===== src/rtl/mul_div_unit.sv =====
// Iterative RV32M multiply/divide unit: 32-cycle shift-add multiply or restoring
// divide on operand magnitudes, with sign fix-up and register-file write-back.
module mul_div_unit (
  input  logic        clk,
  input  logic        rst,
  input  logic        start,
  input  logic [2:0]  func3,
  input  logic [31:0] data_1,
  input  logic [31:0] data_2,
  input  logic [4:0]  rd_addr,
  output logic        busy,
  output logic        done,
  output logic [31:0] result,
  output logic [4:0]  write_addr,
  output logic        write_en
);

  typedef enum logic [1:0] {IDLE, MUL, DIV, FIN} state_t;

  state_t      state;
  logic [4:0]  cnt;
  logic        fin_ph;
  logic [2:0]  op;
  logic [4:0]  rd_q;
  logic [63:0] prod;   // mul: {hi, multiplier/lo}; div: {remainder, dividend/quotient}
  logic [31:0] opb;    // mul: multiplicand magnitude; div: divisor magnitude
  logic        neg_p, neg_q, neg_r;
  logic [31:0] res_fix;

  // operand signedness and magnitudes from the request
  logic        signed_a, signed_b, na, nb;
  logic [31:0] mag_a, mag_b;

  always_comb begin
    signed_a = func3[2] ? ~func3[0] : ~(func3[1] & func3[0]);
    signed_b = func3[2] ? ~func3[0] : ~func3[1];
    na       = signed_a & data_1[31];
    nb       = signed_b & data_2[31];
    mag_a    = na ? (~data_1 + 32'd1) : data_1;
    mag_b    = nb ? (~data_2 + 32'd1) : data_2;
  end

  // one iteration of each datapath
  logic [32:0] mul_sum;
  logic [63:0] mul_next;
  logic [32:0] div_sh;
  logic        div_ge;
  logic [31:0] div_rem;
  logic [63:0] div_next;

  always_comb begin
    mul_sum  = {1'b0, prod[63:32]} + (prod[0] ? {1'b0, opb} : 33'd0);
    mul_next = {mul_sum, prod[31:1]};
    div_sh   = {prod[63:32], prod[31]};
    div_ge   = div_sh >= {1'b0, opb};
    div_rem  = div_sh[31:0] - opb;
    div_next = div_ge ? {div_rem, prod[30:0], 1'b1}
                      : {div_sh[31:0], prod[30:0], 1'b0};
  end

  // sign correction and result select
  logic [63:0] prod_s;
  logic [31:0] q_s, r_s, sel;

  always_comb begin
    prod_s = neg_p ? (~prod + 64'd1) : prod;
    q_s    = neg_q ? (~prod[31:0] + 32'd1) : prod[31:0];
    r_s    = neg_r ? (~prod[63:32] + 32'd1) : prod[63:32];
    case (op)
      3'b000:                 sel = prod_s[31:0];
      3'b001, 3'b010, 3'b011: sel = prod_s[63:32];
      3'b100, 3'b101:         sel = q_s;
      default:                sel = r_s;
    endcase
  end

  always_ff @(posedge clk or posedge rst) begin
    if (rst) begin
      state      <= IDLE;
      cnt        <= 5'd0;
      fin_ph     <= 1'b0;
      op         <= 3'd0;
      rd_q       <= 5'd0;
      prod       <= 64'd0;
      opb        <= 32'd0;
      neg_p      <= 1'b0;
      neg_q      <= 1'b0;
      neg_r      <= 1'b0;
      res_fix    <= 32'd0;
      busy       <= 1'b0;
      done       <= 1'b0;
      result     <= 32'd0;
      write_addr <= 5'd0;
      write_en   <= 1'b0;
    end else begin
      done     <= 1'b0;
      write_en <= 1'b0;
      case (state)
        IDLE: begin
          if (start) begin
            op     <= func3;
            rd_q   <= rd_addr;
            cnt    <= 5'd0;
            busy   <= 1'b1;
            neg_p  <= na ^ nb;
            // divide-by-zero keeps the all-ones quotient unsigned-looking
            neg_q  <= (na ^ nb) & (data_2 != 32'd0);
            neg_r  <= na;
            if (func3[2]) begin
              state <= DIV;
              prod  <= {32'd0, mag_a};
              opb   <= mag_b;
            end else begin
              state <= MUL;
              prod  <= {32'd0, mag_b};
              opb   <= mag_a;
            end
          end
        end
        MUL, DIV: begin
          prod <= (state == MUL) ? mul_next : div_next;
          if (cnt == 5'd31) begin
            state  <= FIN;
            fin_ph <= 1'b0;
          end else begin
            cnt <= cnt + 5'd1;
          end
        end
        FIN: begin
          if (!fin_ph) begin
            res_fix <= sel;
            fin_ph  <= 1'b1;
          end else begin
            result     <= res_fix;
            write_addr <= rd_q;
            write_en   <= (rd_q != 5'd0);
            done       <= 1'b1;
            busy       <= 1'b0;
            fin_ph     <= 1'b0;
            state      <= IDLE;
          end
        end
        default: state <= IDLE;
      endcase
    end
  end

endmodule


===== config.mk =====
export PLATFORM = sky130hd
export DESIGN_NAME = mul_div_unit
export DESIGN_NICKNAME = d
export VERILOG_FILES = /design/src/rtl/mul_div_unit.sv
export SDC_FILE = /design/constraint.sdc
export NUM_CORES = 1
export LEC_CHECK = 0
export CORE_MARGIN = 4
export CORE_UTILIZATION = 30
export CTS_BUF_LIST = sky130_fd_sc_hd__clkbuf_16
export DETAILED_ROUTE_END_ITERATION = 12
export SLEW_MARGIN = 5
export SYNTH_ARGS = -nofsm -noshare
export SYNTH_HDL_FRONTEND = slang
export SYNTH_SLANG_ARGS = --single-unit
export TNS_END_PERCENT = 30

===== constraint.sdc =====
create_clock -name clk -period 5.9 [get_ports clk]
set_clock_uncertainty 0.15 [all_clocks]
set_input_delay 0.59 -clock clk [delete_from_list [all_inputs] [get_ports clk]]
set_output_delay 0.59 -clock clk [all_outputs]
set_load 0.05 [all_outputs]

# == Word-level counts from Yosys, hierarchy flattened ==
# Index checks and enable logic that the tools add are counted.
# word_totals
reg_bits,187
latch_bits,0
ramBits,0
mem_bits_ro,0
inputBits,75
out_inout_bits,40
wordCells,103
mem_count,0
# classes
add_sub_neg,8
n_mul,0
n_div,0
n_lt_le_gt_ge,1
n_eq_ne,13
shift,0
n_mux,33
bitwise_logic,14
reduce_logical,18
# op_table
operator,n
2-to-1 mux 64 bit,4
2-to-1 mux 32 bit,7
adder 32 x 1 -> 32 bit (second input constant),4
NOT 32 bit,4
case mux 64 bit (2 select lines),1
case mux 32 bit (3 select lines),1
adder 64 x 1 -> 64 bit (second input constant),1
NOT 64 bit,1
adder 32 x 32 -> 33 bit,1
>= comparator 33 x 32 -> 1 bit,1
nonzero test 32 bit,1
subtractor 32 bit,1
2-to-1 mux 1 bit,10
2-to-1 mux 5 bit,2
case mux 5 bit (2 select lines),1
AND reduction 2 bit,5
AND reduction 3 bit,3
2-to-1 mux 2 bit,4
!= test 2 bit (second input constant),4
== test 3 x 2 -> 1 bit (second input constant),2
== test 3 bit (second input constant),2
case mux 2 bit (3 select lines),1
nonzero test 2 bit,3
adder 5 x 1 -> 5 bit (second input constant),1
other kinds (13),22

# == Longest topological paths before layout ==
# Gate-level depths: netlist (run 1).
# depth
ltp_word,8
depth_mapped,15
mapped_depth_nobuf,14

# == Least setup slack after synthesis (run 1) ==
# Ideal clock, no wire load.
# synth_path
path_type,reg-to-reg
start,register prod[31]
end,register prod[62]
setup_ns,0.121
t_arrival_ns,3.285
required_ns,5.629
path_slack_ns,2.344
path_stages_with_launch,15
path_buffers,0
period_less_slack_ns,3.556
cell_sequence,dfrtp_1 > inv_1 > ha_1 > inv_1 > fa_1 > a211oi_1 > o21bai_1 > a21oi_1 > o221ai_1 > a211oi_1 > o41ai_1 > a311oi_1 > xnor2_1 > or3_1 > a22o_1
# synth_via
elab_chain_len,4
word_cells_on_any_way,5
cone_classes,add/sub: 1; order compare: 1; mux: 3
# synth_rtl
item,line_no,rtl
"start, declared",25,logic [63:0] prod;
"start signal, assigned",111,"prod <= {32'd0, mag_a};"
"start signal, assigned",115,"prod <= {32'd0, mag_b};"
"start signal, assigned",121,prod <= (state == MUL) ? mul_next : div_next;
subtractor 32 bit or >= comparator 33 x 32 -> 1 bit (tied branches),"56, 55",
2-to-1 mux 64 bit (*),57,"div_next = div_ge ? {div_rem, prod[30:0], 1'b1}"
2-to-1 mux 64 bit (*),121,
case mux 64 bit (2 select lines) (*),98,case (state)
# Every way passes the cells marked *; elsewhere a longest branch is shown, timed or not.
# A chain may end at the register's enable or synchronous reset.

# == Worst setup path after layout (run 1) ==
# layout_path
start,register prod[0]
end,register res_fix[16]
# layout_via
elab_chain_len,4
word_cells_on_any_way,7
cone_classes,add/sub: 2; mux: 3; bitwise: 2
# layout_rtl
item,line_no,rtl
NOT 64 bit or NOT 32 bit (tied branches),"66, 67",
adder 64 x 1 -> 64 bit or adder 32 x 1 -> 32 bit (tied branches),"66, 67",
2-to-1 mux 64 bit or 2-to-1 mux 32 bit (tied branches),"66, 67",
case mux 32 bit (3 select lines) (*),69,case (op)
"end signal, assigned",131,res_fix <= sel;
"end, declared",28,logic [31:0] res_fix;
# Marked as above.

==> flow_summary.json, run 1 <==
{
  "status": "complete, no violations",
  "rrSetupSlack_ns": 1.66,
  "hold_path_class": "reg -> reg",
  "grt-ovfl-total": 0,
  "cp_top_family": "simple AND/OR/NAND/NOR gates",
  "layout_commonest_cell": "nor2_1",
  "cts_buffers": 17,
  "place_inst": 2755,
  "slew_headroom_pct": 25.8,
  "gp_congestion": 0.986,
  "crit_path_end": "res_fix[16]$_DFFE_PP0P_",
  "cts_resized": 0,
  "grt_pass1_wl_mm": 88.4,
  "dr.pass1.iters": 8,
  "startpoint_type": "flop",
  "dp_slack_ns": 1.75,
  "final_cells": 2787,
  "core_area_um2": 52800,
  "rows": 84,
  "portBuffers": 114,
  "tns_ns": 0,
  "cp_slowest_stage_delay_ns": 0.94,
  "num-fill-cells": 5488,
  "synth_edf_count": 0,
  "drv_slew": 0,
  "viasPerCell": 5.62,
  "hold_violations": 0,
  "synth_nets": 2207,
  "power.leakage_nw": 7.35,
  "whs_ns": 0.334,
  "dieHeight_um": 239,
  "chipWidth_um": 239,
  "postSynthAreaPerCell_um2": 7.80,
  "start_util_pct": 30.4,
  "vdd_ir_drop_max_v": 0.000276,
  "area_growth_pct": 14.0,
  "htreeDepth": 4,
  "period_minus_slack_ns": 4.24,
  "crit_path_top_delay_cell": "nor4_1",
  "synth.distinct_cells": 80,
  "grt_max_degree": 94,
  "finalInstanceArea_um2": 18300,
  "reg2reg_to": "res_fix[16]$_DFFE_PP0P_",
  "dpl_cell_area_um2": 17700,
  "dieArea_um2": 57300,
  "rsz0062_at_grt": "no",
  "setup_violations": 0,
  "dp_hpwl_mm": 45.1,
  "n_antenna_cell": 0,
  "synthArstFlopShare_pct": 100,
  "cts.clk_slew.worst_paths_ns": 0.08,
  "hold_buffers": 0,
  "io_pins": 115,
  "path_buf_inv": 1,
  "grt.total_usage_pct": 19.8,
  "synth_flop_cell": "dfrtp_1",
  "clockBufferDepth": 2,
  "synth-seq-area-share_pct": 29.2,
  "reg2reg_from": "prod[0]$_DFFE_PP0P_",
  "worstSetupStartpoint": "prod[0]$_DFFE_PP0P_",
  "cts.sink_count": 187,
  "tightest_slew_ns": 1.10,
  "path_depth": 12,
  "ff2ff_path_depth": 12,
  "ys_ff_latch": 187,
  "layout_setup_ws_ns": 1.66,
  "post_cts_buffers": 0,
  "num_vias": 15700,
  "endpoint_kind": "flop",
  "max_cap_viol_count": 0,
  "drt_iter0_drc": 1732,
  "worstPathCellList": "inv_1 > ha_1 > nor3b_1 > nand2_1 > nor4_1 > nand2_1 > o41ai_1 > nor2_1 > a311oi_1 > a21oi_1 > a211oi_1 > a21oi_1",
  "critPathKind": "reg -> reg",
  "nNetsFinal": 2236,
  "fmax_mhz": 236,
  "cts_tree": "built",
  "p_per_area_nw_per_um2": 646,
  "ant_nets": 0,
  "power_mw": 11.8,
  "period_share_pct": 71.9,
  "required_ns": 6.08,
  "drive_above_1_share_pct": 7.96,
  "utilization_pct": 34.7,
  "cp.arrival_ns": 4.42,
  "wl_per_cell_um": 20.8,
  "drc_errors": 0,
  "synth_area_um2": 16100,
  "final_cell_mix": "nor2_1 (267), a21oi_1 (209), nand2_1 (203)",
  "grt_antenna_before_repair": 0,
  "critPathMaxFanout": 6,
  "yosysWarnings": 0,
  "synthCells": 2057,
  "ctsRootBufferMaster": "clkbuf_16",
  "clk_latency_ns": 0.47,
  "grt_pass1_vias": 14400,
  "wirelength_mm": 58.1
}
[Yosys cell counts (7+ instances only)]
cell | instances | share of area, %
nand2_1 | 205 | 4.8
o221ai_1 | 12 | 0.65
and3_1 | 8 | 0.31
inv_1 | 81 | 1.9
a211oi_1 | 45 | 2.1
nor2b_1 | 19 | 0.74
a22o_1 | 8 | 0.44
nand4_1 | 12 | 0.47
o21ai_0 | 158 | 4.9
buf_1 | 20 | 0.47
nand3_1 | 28 | 0.87
or4_1 | 7 | 0.33
o22ai_1 | 9 | 0.35
xnor2_1 | 96 | 5.2
buf_6 | 7 | 0.49
nor4_1 | 23 | 0.90
a21oi_1 | 209 | 6.5
o311ai_0 | 10 | 0.55
o21a_1 | 9 | 0.42
or2_2 | 9 | 0.35
mux2i_1 | 19 | 1.2
nor2_1 | 270 | 6.3
a21o_1 | 31 | 1.4
dfrtp_1 | 187 | 29
and2_1 | 8 | 0.31
a221o_1 | 11 | 0.69
a31oi_1 | 30 | 1.2
mux2_2 | 71 | 5.0
a32o_1 | 9 | 0.56
o31ai_1 | 14 | 0.65
ha_1 | 73 | 5.7
xor2_1 | 63 | 3.4
nand2b_1 | 16 | 0.62
clkbuf_1 | 88 | 2.1
nor3_1 | 42 | 1.3
o211ai_1 | 16 | 0.75
o21bai_1 | 9 | 0.42
a221oi_1 | 10 | 0.55
or3_1 | 30 | 1.2
[area by class of cell]
| type | instances | area, um^2 | area share (%) |
|---|---|---|---|
| well taps | 688 | 861 | 4.70 |
| inverters | 82 | 315 | 1.72 |
| multi-input cells | 1657 | 10500 | 57.4 |
| repair buffers | 141 | 1340 | 7.33 |
| clock buffers | 17 | 425 | 2.32 |
| flip-flops and latches | 187 | 4680 | 25.6 |
| clock inverters | 15 | 176 | 0.964 |
[tightest hold or removal path: cells and delay by family (launching register included)]
kind             cells  cell delay, ns
AND/OR/NAND/NOR      2            0.10
flip-flops           1            0.35
[where the power goes]
part	total [mW]	leakage [nW]	internal (mW)	switching, mW
Combinational	7.86	4.78	2.95	4.91
Sequential	2.73	2.28	1.90	0.832
Clock	1.22	0.292	0.640	0.584
Total	11.8	7.35	5.49	6.32
[how the worst min path moves through the flow]
| stage | slack, ns | to | from | cells after the start |
|---|---|---|---|---|
| after global placement | 0.31 | opb[18]$_DFFE_PP0P_ | opb[18]$_DFFE_PP0P_ | 2 |
| final | 0.33 | opb[18]$_DFFE_PP0P_ | opb[18]$_DFFE_PP0P_ | 2 |
| after CTS | 0.33 | opb[18]$_DFFE_PP0P_ | opb[18]$_DFFE_PP0P_ | 2 |
| after floorplan | 0.29 | opb[18]$_DFFE_PP0P_ | opb[18]$_DFFE_PP0P_ | 2 |
| after global routing | 0.35 | opb[30]$_DFFE_PP0P_ | opb[30]$_DFFE_PP0P_ | 1 |
| after detailed placement | 0.31 | opb[18]$_DFFE_PP0P_ | opb[18]$_DFFE_PP0P_ | 2 |
[layer usage]
metal | global-route usage [%] | vias up | part of all wire (%)
met5 | 0 | - | 0
met4 | 6.86 | 0 | 3.2
met3 | 3.01 | 85 | 7.2
met2 | 29.6 | 657 | 43
met1 | 29.1 | 7491 | 47
li1 | - | 7421 | -
[kinds of logic after synthesis]
group	after synthesis	share of synthesized area, %
compound gates	632	24.5
xor+xnor	159	8.68
fa+ha+maj	75	5.94
buf+inv	213	5.73
flops	187	29.2
mux	90	6.17
simple gates	701	19.9
[registers in the layout, indices dropped and copies added (netlist names), 2 cells and up]
| signal | count |
|---|---|
| res_fix | 32 |
| op | 3 |
| prod | 64 |
| rd_q | 5 |
| write_addr | 5 |
| opb | 32 |
| cnt | 5 |
| result | 32 |
| state | 2 |
Power figures use the tool's default switching activity.
==> inputs of run 2 (changes only) <==
==> constraint.sdc (replaced) <==
create_clock -name clk -period 4.3 [get_ports clk]
set_clock_uncertainty 0.15 [all_clocks]
set_input_delay 0.43 -clock clk [delete_from_list [all_inputs] [get_ports clk]]
set_output_delay 0.43 -clock clk [all_outputs]
set_load 0.05 [all_outputs]
==> flow_summary.json, run 2 (synthesized netlist as in run 1, its figures left out) <==
{
  "grt_antenna_before_repair": 1,
  "period_minus_slack_ns": 3.93,
  "vdd_ir_drop_max_v": 0.000415,
  "tns_ns": 0,
  "core_area_um2": 52800,
  "wl_per_cell_um": 21.6,
  "worstSetupStartpoint": "opb[19]$_DFFE_PP0P_",
  "clockBufferDepth": 2,
  "grt_max_degree": 114,
  "portBuffers": 114,
  "cts_tree": "built",
  "grt-ovfl-total": 0,
  "drt_iter0_drc": 1611,
  "cts_buffers": 17,
  "layout_commonest_cell": "nor2_1",
  "critPathMaxFanout": 18,
  "gp_congestion": 0.992,
  "ant_nets": 0,
  "slew_headroom_pct": 31.3,
  "ctsRootBufferMaster": "clkbuf_16",
  "cts.clk_slew.worst_paths_ns": 0.07,
  "cp.arrival_ns": 4.14,
  "top_register": "prod",
  "drt-met1-wl_mm": 27.0,
  "htreeDepth": 4,
  "dieHeight_um": 239,
  "finalInstanceArea_um2": 18600,
  "rows": 84,
  "dp_hpwl_mm": 48.1,
  "top_layer": "met4",
  "num_vias": 16000,
  "n_antenna_cell": 0,
  "drc_errors": 0,
  "status": "complete, no violations",
  "p_per_area_nw_per_um2": 888,
  "routed-wl-met3_mm": 5.21,
  "io_pins": 115,
  "utilization_pct": 35.3,
  "hold_path_class": "in -> async",
  "drive_above_1_share_pct": 9.73,
  "start_util_pct": 30.4,
  "drv_slew": 0,
  "nNetsFinal": 2284,
  "dp_slack_ns": 0.350,
  "critPathKind": "reg -> reg",
  "fmax_mhz": 254,
  "layout_setup_ws_ns": 0.366,
  "period_share_pct": 91.5,
  "tightest_slew_ns": 1.02,
  "viasPerCell": 5.65,
  "reg2reg_from": "opb[19]$_DFFE_PP0P_",
  "area_growth_pct": 16.0,
  "clk_latency_ns": 0.47,
  "grt_pass1_wl_mm": 91.3,
  "power.leakage_nw": 7.55,
  "required_ns": 4.51,
  "wirelength_mm": 61.1,
  "dpl_cell_area_um2": 18100,
  "startpoint_type": "flop",
  "largest_reg_flops": 64,
  "dr.pass1.iters": 6,
  "power_mw": 16.5,
  "dieArea_um2": 57300,
  "hold_violations": 0,
  "chipWidth_um": 239,
  "final_cell_mix": "nor2_1 (267), a21oi_1 (209), nand2_1 (203)",
  "cts.sink_count": 187,
  "setup_violations": 0,
  "grt_pass1_vias": 14900,
  "endpoint_kind": "flop",
  "max_cap_viol_count": 0,
  "grt.total_usage_pct": 20.7,
  "rsz0062_at_grt": "no",
  "route.met2.wl_mm": 27.1
}
## run 2: metrics by stage
stage / cells / hold WS (ns)
6_report: 2835 / 0.277
5_1_grt: 2835 / 0.333
4_1_cts: 2835 / 0.309
3_5_place_dp: 2803 / 0.324
3_3_place_gp: 2803 / 0.316
2_1_floorplan: 2057 / 0.289
## run 2: final timing paths
kind | cells after the start | slack, ns | endpoint
min in group clk | 2 | 0.33 | opb[19]$_DFFE_PP0P_
worst max register to register | 13 | 0.37 | prod[37]$_DFFE_PP0P_
worst max-delay path | 13 | 0.37 | prod[37]$_DFFE_PP0P_
max in group asynchronous | 3 | 3.10 | opb[5]$_DFFE_PP0P_
worst min-delay path | 3 | 0.28 | write_addr[4]$_DFFE_PP0P_
worst min register to register | 2 | 0.33 | opb[19]$_DFFE_PP0P_
## run 2: final cells by class
class | count | area (um^2)
fillers | 5520 | 34100
multi-input cells | 1657 | 10500
flip-flops and latches | 187 | 4680
repair buffers | 189 | 1750
well taps | 688 | 861
clock buffers | 17 | 425
inverters | 82 | 312
clock inverters | 15 | 87.6
## run 2: per-layer routing
| metal | GRT usage [%] | vias to the layer above |
|---|---|---|
| met5 | 0 | - |
| met4 | 6.56 | 0 |
| met3 | 4.50 | 96 |
| met2 | 32.0 | 673 |
| met1 | 28.8 | 7706 |
| li1 | - | 7538 |
## run 2: what timing repair did
action                                  CTS  global route
buffers inserted                          0             0
gates resized for setup                   0             1
hold buffers                              0             0
endpoints found under the setup margin    0             1
## run 2: where the power goes
group / internal [mW] / leakage [nW] / switching [mW]
Sequential: 2.61 / 2.28 / 1.02
Clock: 0.726 / 0.249 / 0.751
Combinational: 4.34 / 5.03 / 7.08
## run 2: critical path, stage by stage (launching register included)
cell     delay (ns)
dfrtp_1        0.38
inv_1          0.25
ha_1           0.36
o21ai_0        0.18
a21oi_1        0.09
o31ai_1        0.31
a21oi_1        0.13
or3b_2         0.47
o211a_1        0.31
nor2_4         0.41
buf_4          0.26
mux2i_1        0.23
o21ai_0        0.10
a22o_1         0.20
==> inputs of run 3 (changes only) <==
--- a/config.mk
+++ b/config.mk
@@ -5,10 +5,13 @@
 export SDC_FILE = /design/constraint.sdc
 export NUM_CORES = 1
 export LEC_CHECK = 0
+export CELL_PAD_IN_SITES_DETAIL_PLACEMENT = 1
+export CELL_PAD_IN_SITES_GLOBAL_PLACEMENT = 2
 export CORE_MARGIN = 4
 export CORE_UTILIZATION = 30
 export CTS_BUF_LIST = sky130_fd_sc_hd__clkbuf_16
 export DETAILED_ROUTE_END_ITERATION = 12
+export PLACE_DENSITY_LB_ADDON = 0.1
 export SLEW_MARGIN = 5
 export SYNTH_ARGS = -nofsm -noshare
 export SYNTH_HDL_FRONTEND = slang
==> flow_summary.json, run 3 (synthesized netlist as in run 1, its figures left out) <==
{
  "portBuffers": 114,
  "power_mw": 16.9,
  "p_per_area_nw_per_um2": 899,
  "status": "complete, no violations",
  "rsz0062_at_grt": "no",
  "dieHeight_um": 239,
  "gp_congestion": 0.877,
  "slew_headroom_pct": 25.5,
  "max_cap_viol_count": 0,
  "top_layer": "met4",
  "fmax_mhz": 248,
  "grt_max_degree": 96,
  "area_growth_pct": 17.5,
  "hold_path_class": "reg -> reg",
  "layout_commonest_cell": "nor2_1",
  "final_cell_mix": "nor2_1 (267), a21oi_1 (209), nand2_1 (203)",
  "wl_per_cell_um": 23.7,
  "whs_ns": 0.336,
  "setup_violations": 0,
  "post_cts_buffers": 0,
  "ctsRootBufferMaster": "clkbuf_16",
  "core_area_um2": 52800,
  "dpl_cell_area_um2": 18300,
  "crit_path_top_delay_cell": "or4b_4",
  "drive_above_1_share_pct": 10.9,
  "viasPerCell": 5.55,
  "io_pins": 115,
  "endpoint_kind": "flop",
  "critPathKind": "reg -> reg",
  "period_share_pct": 93.8,
  "hold_violations": 0,
  "nNetsFinal": 2308,
  "route.met2.wl_mm": 31.7,
  "wirelength_mm": 67.9,
  "clk_latency_ns": 0.49,
  "required_ns": 4.49,
  "grt_pass1_vias": 16000,
  "tns_ns": 0,
  "period_minus_slack_ns": 4.03,
  "cp.arrival_ns": 4.23,
  "power.leakage_nw": 7.70,
  "htreeDepth": 4,
  "cts_buffers": 17,
  "drv_slew": 0,
  "finalInstanceArea_um2": 18900,
  "ant_nets": 0,
  "cp_slowest_stage_delay_ns": 0.53,
  "critPathMaxFanout": 7,
  "grt-ovfl-total": 0,
  "cts.sink_count": 187,
  "dp_hpwl_mm": 54.0,
  "grt.total_usage_pct": 23.5,
  "worstPathCellList": "inv_1 > ha_1 > nand4_2 > or3_4 > or4b_4 > or3_4 > or4b_4 > o21ai_2 > xnor2_1 > a222oi_1 > a31oi_1",
  "startpoint_type": "flop",
  "clockBufferDepth": 2,
  "num_vias": 15900,
  "vdd_ir_drop_max_v": 0.000378,
  "largest_reg_flops": 64,
  "grt_pass1_wl_mm": 103,
  "tightest_slew_ns": 1.12,
  "start_util_pct": 30.4,
  "drt_iter0_drc": 996,
  "dieArea_um2": 57300,
  "hold_buffers": 1,
  "cts_resized": 0,
  "dr.pass1.iters": 5,
  "top_register": "prod",
  "routed-wl-met3_mm": 1.98,
  "drt-met1-wl_mm": 32.6,
  "grt_antenna_before_repair": 0,
  "drc_errors": 0,
  "chipWidth_um": 239,
  "rows": 84,
  "cts_tree": "built",
  "cts.clk_slew.worst_paths_ns": 0.09
}
==> run 3: layout make-up <==
type,count,area [um^2]
sequential,187,4680
timing repair buffer,213,1910
antenna,1,2.50
inverter,82,312
clock inverter,15,173
multi-input combinational,1657,10500
tap,688,861
fill,6356,33900
clock buffer,17,425
==> run 3: metal layers <==
layer | up-vias | GRT usage (%)
met5 | - | 0
met2 | 268 | 38.2
li1 | 7566 | -
met1 | 7975 | 33.0
met4 | 0 | 6.74
met3 | 67 | 2.58
==> run 3: final timing paths <==
check,startpoint,end,slack [ns],cells after the start
setup / recovery,prod[33]$_DFFE_PP0P_,res_fix[30]$_DFFE_PP0P_,0.27,11
hold / removal,result[0]$_DFFE_PP0P_,result[0]$_DFFE_PP0P_,0.34,2
setup reg to reg,prod[33]$_DFFE_PP0P_,res_fix[30]$_DFFE_PP0P_,0.27,11
hold reg to reg,result[0]$_DFFE_PP0P_,result[0]$_DFFE_PP0P_,0.34,2
max in group asynchronous,rst,prod[43]$_DFFE_PP0P_,2.59,4
min in group asynchronous,rst,write_addr[4]$_DFFE_PP0P_,0.59,3
==> run 3: critical path: cells and delay by family (launching register included) <==
kind	cells	cell delay, ns
buffers and inverters	1	0.21
flip-flops	1	0.50
XOR/XNOR	1	0.09
adder cells (fa/ha/maj)	1	0.30
AO/OA/AOI/OAI	3	0.65
AND/OR/NAND/NOR	5	1.99
==> run 3: power breakdown <==
| part | internal, mW | switching, mW | leakage (nW) |
|---|---|---|---|
| combinational | 4.41 | 7.39 | 5.14 |
| clock | 0.780 | 0.870 | 0.285 |
| sequential | 2.61 | 0.888 | 2.28 |
==> run 3: stage by stage <==
| stage | std cells | util, % | setup WS, ns |
|---|---|---|---|
| 5_1_grt | 2859 | 35.7 | 0.00639 |
| 3_5_place_dp | 2826 | 34.6 | 0.0769 |
| 3_3_place_gp | 2826 | 34.6 | 0.127 |
| 6_report | 2860 | 35.7 | 0.265 |
| 2_1_floorplan | 2057 | - | 0.744 |
| 4_1_cts | 2859 | 35.7 | 0.242 |
